### config.mk
export PLATFORM = sky130hd
export DESIGN_NAME = instr_fetch_flat
export DESIGN_NICKNAME = d
export VERILOG_FILES = /design/src/rtl/instr_fetch_pkg.sv /design/src/rtl/instr_fetch_if.sv /design/src/rtl/instr_fetch_fifo.sv /design/src/rtl/instr_fetch.sv /design/src/flat_wrapper.sv
export SDC_FILE = /design/constraint.sdc
export NUM_CORES = 1
export LEC_CHECK = 0
export BUFFER_PORTS_ARGS = -buffer_cell sky130_fd_sc_hd__buf_4
export CORE_MARGIN = 10
export CORE_UTILIZATION = 40
export DETAILED_ROUTE_END_ITERATION = 7
export PLACE_DENSITY = 0.69
export SYNTH_ARGS = -nofsm -noshare
export SYNTH_HDL_FRONTEND = slang
export SYNTH_HIERARCHICAL = 1
export SYNTH_SLANG_ARGS = --single-unit
### constraint.sdc
create_clock -name clk_i -period 4.4 [get_ports clk_i]
set_input_delay 0.44 -clock clk_i [delete_from_list [all_inputs] [get_ports clk_i]]
set_output_delay 0.44 -clock clk_i [all_outputs]
set_load 0.01 [all_outputs]
### src/rtl/instr_fetch_pkg.sv
// Shared types and constants for the instruction fetch unit.
package fetch_pkg;

    // Memory-side sequencer states: one outstanding request at a time.
    typedef enum logic [1:0] {
        IDLE = 2'd0,
        REQ  = 2'd1,
        RESP = 2'd2
    } fetch_state_e;

    localparam logic [31:0] BOOT_ADDR_DEFAULT = 32'h0000_0100;

    // One prefetch buffer entry: instruction word plus its byte address.
    typedef struct packed {
        logic [31:0] data;
        logic [31:0] pc;
    } fetch_entry_t;

    // Force a byte address onto a word boundary.
    function automatic logic [31:0] word_align(input logic [31:0] addr);
        return addr & 32'hFFFF_FFFC;
    endfunction

endpackage

### src/rtl/instr_fetch_if.sv
// Memory request bus and decode-side instruction stream of the fetch unit.
interface instr_fetch_if;

    logic        instr_req_o;
    logic [31:0] instr_addr_o;
    logic [31:0] instr_rdata_i;

    logic        instr_valid_o;
    logic        instr_ready_i;
    logic [31:0] instr_rdata_o;
    logic [31:0] instr_pc_o;

    modport master (
        output instr_req_o,
        output instr_addr_o,
        input  instr_rdata_i,
        output instr_valid_o,
        input  instr_ready_i,
        output instr_rdata_o,
        output instr_pc_o
    );

    modport slave (
        input  instr_req_o,
        input  instr_addr_o,
        output instr_rdata_i,
        input  instr_valid_o,
        output instr_ready_i,
        input  instr_rdata_o,
        input  instr_pc_o
    );

endinterface

### src/rtl/instr_fetch_fifo.sv
// Prefetch buffer: circular FIFO of {data, pc} entries with synchronous flush.
module fetch_fifo
    import fetch_pkg::*;
#(
    parameter int unsigned DEPTH = 2
) (
    input  logic         clk,
    input  logic         rst_n,
    input  logic         push,
    input  logic         pop,
    input  logic         flush,
    input  fetch_entry_t wentry,
    output logic         full,
    output logic         empty,
    output fetch_entry_t head
);

    localparam int unsigned   AW       = (DEPTH > 1) ? $clog2(DEPTH) : 1;
    localparam int unsigned   CW       = $clog2(DEPTH + 1);
    localparam logic [CW-1:0] FULL_CNT = CW'(DEPTH);

    fetch_entry_t  mem [DEPTH];
    logic [AW-1:0] rd_ptr;
    logic [AW-1:0] wr_ptr;
    logic [CW-1:0] count;
    logic          do_push;
    logic          do_pop;

    assign full    = (count == FULL_CNT);
    assign empty   = (count == '0);
    assign do_pop  = pop && !empty;
    // A pop in the same cycle frees the slot, so a full buffer still accepts.
    assign do_push = push && (!full || do_pop);
    assign head    = mem[rd_ptr];

    // Pointer/occupancy update and entry write; flush empties the buffer.
    always_ff @(posedge clk or negedge rst_n) begin
        if (!rst_n) begin
            rd_ptr <= '0;
            wr_ptr <= '0;
            count  <= '0;
            for (int unsigned i = 0; i < DEPTH; i++) begin
                mem[i] <= '0;
            end
        end else if (flush) begin
            rd_ptr <= '0;
            wr_ptr <= '0;
            count  <= '0;
        end else begin
            if (do_push) begin
                mem[wr_ptr] <= wentry;
                wr_ptr      <= wr_ptr + AW'(1);
            end
            if (do_pop) begin
                rd_ptr <= rd_ptr + AW'(1);
            end
            unique case ({do_push, do_pop})
                2'b10:   count <= count + CW'(1);
                2'b01:   count <= count - CW'(1);
                default: count <= count;
            endcase
        end
    end

endmodule

### src/rtl/instr_fetch.sv
// Instruction fetch unit: single-outstanding memory sequencer feeding a
// prefetch buffer, with branch redirect and in-flight word discard.
module instr_fetch
    import fetch_pkg::*;
#(
    parameter logic [31:0] BOOT_ADDR  = BOOT_ADDR_DEFAULT,
    parameter int unsigned FIFO_DEPTH = 2
) (
    input  logic                 clk_i,
    input  logic                 rst_ni,
    input  logic                 fetch_enable_i,
    input  logic                 branch_i,
    input  logic [31:0]          branch_target_i,
    instr_fetch_if.master        bus
);

    fetch_state_e state;
    logic [31:0]  pc_q;
    logic [31:0]  addr_q;
    logic         req_q;
    logic         discard_q;

    logic         fifo_full;
    logic         fifo_empty;
    logic         push;
    logic         pop;
    fetch_entry_t wentry;
    fetch_entry_t head;

    // The word returned in RESP is kept unless a redirect hit it or hits now.
    assign push   = (state == RESP) && !discard_q && !branch_i;
    assign pop    = !fifo_empty && bus.instr_ready_i;
    assign wentry = '{data: bus.instr_rdata_i, pc: addr_q};

    fetch_fifo #(
        .DEPTH (FIFO_DEPTH)
    ) u_fifo (
        .clk    (clk_i),
        .rst_n  (rst_ni),
        .push   (push),
        .pop    (pop),
        .flush  (branch_i),
        .wentry (wentry),
        .full   (fifo_full),
        .empty  (fifo_empty),
        .head   (head)
    );

    assign bus.instr_req_o   = req_q;
    assign bus.instr_addr_o  = addr_q;
    assign bus.instr_valid_o = !fifo_empty;
    assign bus.instr_rdata_o = head.data;
    assign bus.instr_pc_o    = head.pc;

    // Memory sequencer, fetch PC and discard flag. Only one request is ever
    // outstanding and it is pushed before the next IDLE, so "not full" in
    // IDLE already accounts for the in-flight word.
    always_ff @(posedge clk_i or negedge rst_ni) begin
        if (!rst_ni) begin
            state     <= IDLE;
            pc_q      <= BOOT_ADDR;
            addr_q    <= BOOT_ADDR;
            req_q     <= 1'b0;
            discard_q <= 1'b0;
        end else begin
            req_q <= 1'b0;
            unique case (state)
                IDLE: begin
                    if (branch_i) begin
                        pc_q <= word_align(branch_target_i);
                    end else if (fetch_enable_i && !fifo_full) begin
                        state  <= REQ;
                        req_q  <= 1'b1;
                        addr_q <= pc_q;
                    end
                end
                REQ: begin
                    state <= RESP;
                    if (branch_i) begin
                        pc_q      <= word_align(branch_target_i);
                        discard_q <= 1'b1;
                    end
                end
                RESP: begin
                    state     <= IDLE;
                    discard_q <= 1'b0;
                    if (branch_i) begin
                        pc_q <= word_align(branch_target_i);
                    end else if (!discard_q) begin
                        pc_q <= pc_q + 32'd4;
                    end
                end
                default: state <= IDLE;
            endcase
        end
    end

endmodule

### src/flat_wrapper.sv
// flat-port wrapper written by rule: the top's interface ports become plain ports
module instr_fetch_flat import fetch_pkg::*;
#(
    parameter logic [31:0] BOOT_ADDR  = BOOT_ADDR_DEFAULT,
    parameter int unsigned FIFO_DEPTH = 2
)
  (clk_i, rst_ni, fetch_enable_i, branch_i, branch_target_i, bus_instr_req_o, bus_instr_addr_o, bus_instr_rdata_i, bus_instr_valid_o, bus_instr_ready_i, bus_instr_rdata_o, bus_instr_pc_o);
  instr_fetch_if bus_i ();
  input  logic clk_i;
  input  logic rst_ni;
  input  logic fetch_enable_i;
  input  logic branch_i;
  input  logic [31:0] branch_target_i;
  output wire logic [$bits(bus_i.instr_req_o)-1:0] bus_instr_req_o;
  output wire logic [$bits(bus_i.instr_addr_o)-1:0] bus_instr_addr_o;
  input wire logic [$bits(bus_i.instr_rdata_i)-1:0] bus_instr_rdata_i;
  output wire logic [$bits(bus_i.instr_valid_o)-1:0] bus_instr_valid_o;
  input wire logic [$bits(bus_i.instr_ready_i)-1:0] bus_instr_ready_i;
  output wire logic [$bits(bus_i.instr_rdata_o)-1:0] bus_instr_rdata_o;
  output wire logic [$bits(bus_i.instr_pc_o)-1:0] bus_instr_pc_o;
  assign bus_instr_req_o = bus_i.instr_req_o;
  assign bus_instr_addr_o = bus_i.instr_addr_o;
  assign bus_i.instr_rdata_i = bus_instr_rdata_i;
  assign bus_instr_valid_o = bus_i.instr_valid_o;
  assign bus_i.instr_ready_i = bus_instr_ready_i;
  assign bus_instr_rdata_o = bus_i.instr_rdata_o;
  assign bus_instr_pc_o = bus_i.instr_pc_o;
  instr_fetch #(.BOOT_ADDR(BOOT_ADDR), .FIFO_DEPTH(FIFO_DEPTH)) u_core (.clk_i(clk_i), .rst_ni(rst_ni), .fetch_enable_i(fetch_enable_i), .branch_i(branch_i), .branch_target_i(branch_target_i), .bus(bus_i));
endmodule
Word level (Yosys, flattened, before mapping) --
Index checks and enable logic that the tools add are counted. Widths: inputs -> output; s select.
Word-level totals: word-level logic and storage cells 82, output and inout bits 98, flip-flop bits (word level) 200, input bits 69
Cells by class: reduce and logical (&&, ||, !) cells 25, $add $sub $neg 5, magnitude comparators 3, mux-type cells 24, eq/ne operators 10, bitwise operators 3
Operator list (number):
- $mux 64 | 4
- $bwmux 128 | 1
- $mux 32 | 3
- $demux 64 s1 | 1
- $pmux 32 s2 | 1
- $add 32x3->32 const B | 1
- $mux 1 | 8
- $pmux 2 s2 | 2
- $reduce_bool 2->1 | 4
- $logic_and 1x1->1 | 7
- $eq 2x2->1 const B | 3
- $mux 2 | 3
- $reduce_and 2->1 | 3
- $reduce_and 3->1 | 2
- $eq 2x1->1 const B | 2
- $ge 2x2->1 const B | 2
- $logic_not 1->1 | 4
- $logic_not 2->1 | 2
- $ne 2x1->1 const B | 2
- $ne 2x2->1 const B | 2
- $not 1->2 | 2
- $ne 3x3->1 const B | 1
- $reduce_bool 3->1 | 1
- $add 1x1->1 const B | 2
- other kinds (7) | 7

Depth between registers and ports, before layout --
depth after elaboration 9, gate-level depth with buffers 7, gate-level depth less buffers 6

Cells and area by module --
The synthesis kept the hierarchy.
By module, submodules not included:
- fetch_fifo | area each 5914.4 um2, times used 1, cells each 365, sequential area each 3303.2 um2
- instr_fetch | area each 3373.2 um2, times used 1, cells each 330, sequential area each 1604.0 um2

Worst setup path after synthesis --
No wires, ideal clock.
kind reg-to-reg, from register u_core.state[1], to register u_core/u_fifo/mem[100] in the netlist's numbering, library setup time 0.125 ns, buffers on the path 3, slack 2.123 ns, arrival 2.152 ns, required time 4.275 ns, stages on the path, launching flop included 8, period minus slack after synthesis 2.277 ns, path through dfrtp_1 > nor2b_1 > and2_1 > clkbuf_1 > or4b_4 > buf_6 > buf_6 > mux2_4
On the way: longest elaborated chain between the ends 5
Ends and longest elaborated chain:
- from (decl) | line instr_fetch.sv:17 | fetch_state_e state;
- from (signal assigned) | line instr_fetch.sv:60 | state <= IDLE;
- from (signal assigned) | line instr_fetch.sv:72 | state <= REQ;
- from (signal assigned) | line instr_fetch.sv:78 | state <= RESP;
- $eq 2x2->1 | line instr_fetch.sv:31 | assign push = (state == RESP) && !discard_q && !branch_i;
- $logic_and 1x1->1 (2 in a row) | line instr_fetch.sv:31
- named net u_core.push | line instr_fetch.sv:25 | logic push;
- $logic_and 1x1->1 | line instr_fetch_fifo.sv:33 | assign do_push = push && (!full || do_pop);
- $reduce_and 2->1 (no source line)
- to (signal, indexed assignment) | line instr_fetch_fifo.sv:51 | mem[wr_ptr] <= wentry;
- to (decl) | line instr_fetch_fifo.sv:22 | fetch_entry_t mem [DEPTH];
The timed path passes the listed nets, and every way through them passes these cells. A chain may end at the register's enable or synchronous reset.

Worst setup path in the final report --
from register u_core.u_fifo.count[1], to register u_core/u_fifo/mem[126] in the netlist's numbering
On the way: longest elaborated chain between the ends 7, elaborated cells on any way between the ends 9, classes of those cells eq/ne (1); reduce/logical (8)
Ends and longest elaborated chain:
- from (decl) | line instr_fetch_fifo.sv:25 | logic [CW-1:0] count;
- from (signal assigned) | line instr_fetch_fifo.sv:58 | 2'b10: count <= count + CW'(1);
- from (signal assigned) | line instr_fetch_fifo.sv:59 | 2'b01: count <= count - CW'(1);
- from (signal assigned) | line instr_fetch_fifo.sv:60 | default: count <= count;
- $logic_not 2->1 | line instr_fetch_fifo.sv:30 | assign empty = (count == '0);
- named net u_core.fifo_empty | line instr_fetch.sv:24 | logic fifo_empty;
- $logic_not 1->1 | line instr_fetch.sv:32 | assign pop = !fifo_empty && bus.instr_ready_i;
- $logic_and 1x1->1 | line instr_fetch.sv:32
- named net u_core.pop | line instr_fetch.sv:26 | logic pop;
- $logic_and 1x1->1 | line instr_fetch_fifo.sv:31 | assign do_pop = pop && !empty;
- $logic_or 1x1->1 | line instr_fetch_fifo.sv:33
- $logic_and 1x1->1 | line instr_fetch_fifo.sv:33
- $reduce_and 2->1 (no source line)
The timed path passes the listed nets, and every way through them passes these cells.

==> results.toml <==
[synth]
synth-xor-area-share_pct = 0.0943
synth_top_family_by_area = "multiplexers"
synth_edf_count = 0
synth_seq_cells = 196
ys_seq_area_share_pct = 52.8
synth_flop_cell = "dfrtp_1"
synth_compound_area_share_pct = 5.94
synth_most_common_cell = "dfrtp_1"
yosys-top-cells-area = "dfrtp_1 (52%), mux2_2 (21%), mux2_4 (7.9%)"
yosysTopAreaCellShare_pct = 52.3
async_flop_share_pct = 100
syn_area_sq_um = 9290
yosys_warnings = 6
yosys.area_share.simple_pct = 8.22
ys_types = 59
synth_mux_area_share_pct = 29.4
synth_common_cells = "dfrtp_1 (194), mux2_2 (173), mux2_4 (49), nand2_1 (31), a21oi_1 (26)"
synthAdderAreaFrac_pct = 0.135
yosysTopAreaCell = "dfrtp_1"
syn-instance-count = 695
synth.avg_cell_area_sq_um = 13.4

[timing]
period_share_pct = 69.1
max_freq_ghz = 0.329
rsz0062_at_grt = "no"
finClkSkew_ns = 0.0100
finalSetupTns_ns = 0
setup_viol = 0
slew_violations = 0
slew_headroom_pct = 29.5
finalCriticalPeriod_ns = 3.04
hold_violations = 0
tightestPinTransition_ns = 1.06

[route]
initialDrtViolationCount = 400
wl_um = 22300
via_count = 6096
ant_nets = 0
detail_route.wl_per_cell_um = 19.0
via_per_inst = 5.20
drcViolationCount = 0
dr.pass1.iters = 4

[floorplanning]
ios = 167
dieArea_sq_um = 29700
start_util_pct = 40.8
die_x_um = 172
core-area_sq_um = 22800
fp-row-count = 55
die_height_um = 172

[global_routing]
grt_start_max_net_pins = 85
grt_pass1_wl_um = 35500
grt_antenna_before_repair = 0
grt_pass1_vias = 6275
grt_overflow = 0
grt_util_all_layers_pct = 15.1

[clocking]
clk_pin_slew_ns = 0.07
cts-root-buf = "clkbuf_16"
numCtsBuffers = 17
cts_tree = "built"
htree_levels = 4
cts_buffer_depth = 2
post_cts_buffers = 0
clock_latency_ns = 0.43
cts-resized-gates = 0
cts_hold_buf = 0
clock-sinks = 196

[worst_setup_path]
endpoint_kind = "register"
reg2reg_slack_ns = 1.36
cpPeakStageDelay_ns = 0.74
critPathTopFamily = "simple AND/OR/NAND/NOR gates"
r2r-start = "u_core/u_fifo/count[1]"
critPathMaxFanout = 43
crit_buf_inv = 1
rr_endpoint = "u_core/u_fifo/mem[126]"
crit_cells = 6
crit_chain = "nor2_1 > nor2b_1 > nor3b_1 > or4b_4 > buf_4 > mux2_4"
worst-setup-path-type = "reg -> reg"
slowest_stage = "or4b_4"
r2r_cells = 6
critical_path_arrival_ns = 3.36
start_kind = "register"
required_ns = 4.72
crit_end = "u_core/u_fifo/mem[126]"
setup.worst_path.start = "u_core/u_fifo/count[1]"

[pwr]
p_per_area_nw_per_um2 = 492
vdd_drop_max_v = 0.000253
p_leak_nw = 5.44

[place]
placed_area_sq_um = 10700
hpwlAfterDp_um = 15200
place.gp.congestion = 0.776
io_buffer_count = 162

[cells_and_area]
design_area_sq_um = 11300
drive_above_1_share_pct = 51.4
area_growth_pct = 21.9
fin_nets = 917
antennaDiodeCount = 0

[worst_hold_path]
min_path_type = "in -> async"

[job]
maxCapViolCount = 0

[run_status]
status = "finished, final reports clean"
metal layers:
metal  GRT usage [%]  part of all wire (%)  vias to the layer above
met3            3.58                   6.5                       14
li1                -                     -                     2837
met5               0                     0                        -
met1            20.6                    46                     3080
met4            3.82                   1.2                        0
met2            23.7                    46                      165
sequential cells by signal, indices dropped and copies added, names as in the netlist:
name	count
u_core/pc_q	30
u_core/u_fifo/mem	128
u_core/discard_q	1
u_core/u_fifo/wr_ptr	1
u_core/state	2
u_core/bus.instr_addr_o	30
u_core/bus.instr_req_o	1
u_core/u_fifo/count	2
u_core/u_fifo/rd_ptr	1
placed cells by master (no fill, tap or decap), types with 3 or more instances in the layout:
cell | Yosys | final
dfrtp_1 | 194 | 193
mux2_2 | 173 | 173
buf_4 | 4 | 168
mux2_4 | 49 | 49
nand2_1 | 31 | 31
a21oi_1 | 26 | 26
o21ai_0 | 20 | 20
clkbuf_16 | 0 | 17
nor2_1 | 17 | 17
nand4_1 | 15 | 15
nand3_1 | 12 | 12
inv_1 | 11 | 11
nor3_1 | 10 | 10
and3_1 | 8 | 8
nor2b_1 | 7 | 7
o22ai_1 | 7 | 7
a2bb2oi_1 | 6 | 6
conb_1 | 1 | 6
inv_8 | 0 | 5
mux2i_1 | 5 | 5
a211oi_1 | 5 | 5
nor4_1 | 4 | 4
o21ai_1 | 4 | 4
a31oi_1 | 4 | 4
clkinv_2 | 0 | 3
nand2b_1 | 3 | 3
logic make-up after synthesis:
family          count (synthesis)
compound gates                 89
simple gates                  127
mux                           227
xor+xnor                        1
fa+ha+maj                       1
buf+inv                        53
flops                         196
other cells                     1
stage by stage:
stage / hold WS (ns) / std cells / worst slack, ns / utilization [%] / power (mW)
after floorplan: 0.144 / 700 / 2.12 / - / 3.29
after global placement: 0.483 / 1141 / 1.34 / 47.2 / 4.05
after detailed placement: 0.490 / 1141 / 1.30 / 47.2 / 4.08
after CTS: 0.0329 / 1173 / 1.30 / 49.7 / 5.66
after global routing: 0.0562 / 1173 / 1.01 / 49.7 / 5.88
final: 0.0161 / 1173 / 1.36 / 49.7 / 5.57
power by group:
group / internal, mW / switching, mW / leakage, nW
clock: 0.817 / 0.735 / 0.286
sequential: 2.16 / 0.304 / 2.51
combinational: 0.946 / 0.601 / 2.65
total: 3.93 / 1.64 / 5.44
layout make-up:
cell class,instances,area [sq um]
fillers,2007,11500
flip-flops and latches,196,4910
multi-input cells,451,4110
repair buffers,170,1290
clock buffers,18,439
well taps,313,392
clock inverters,14,143
inverters,11,41.3
how the worst min path moves through the flow:
stage                          startpoint                           to  cells after the start
detailed placement                 rst_ni       u_core/u_fifo/mem[102]                      1
global route                       rst_ni        u_core/u_fifo/mem[33]                      1
finish                             rst_ni        u_core/u_fifo/mem[33]                      1
CTS                                rst_ni       u_core/u_fifo/mem[102]                      1
floorplan                          rst_ni  u_core/bus.instr_addr_o[10]                      0
global placement    u_core/u_fifo/mem[36]        u_core/u_fifo/mem[36]                      1
Note: power is estimated with default switching activity, not from simulation.
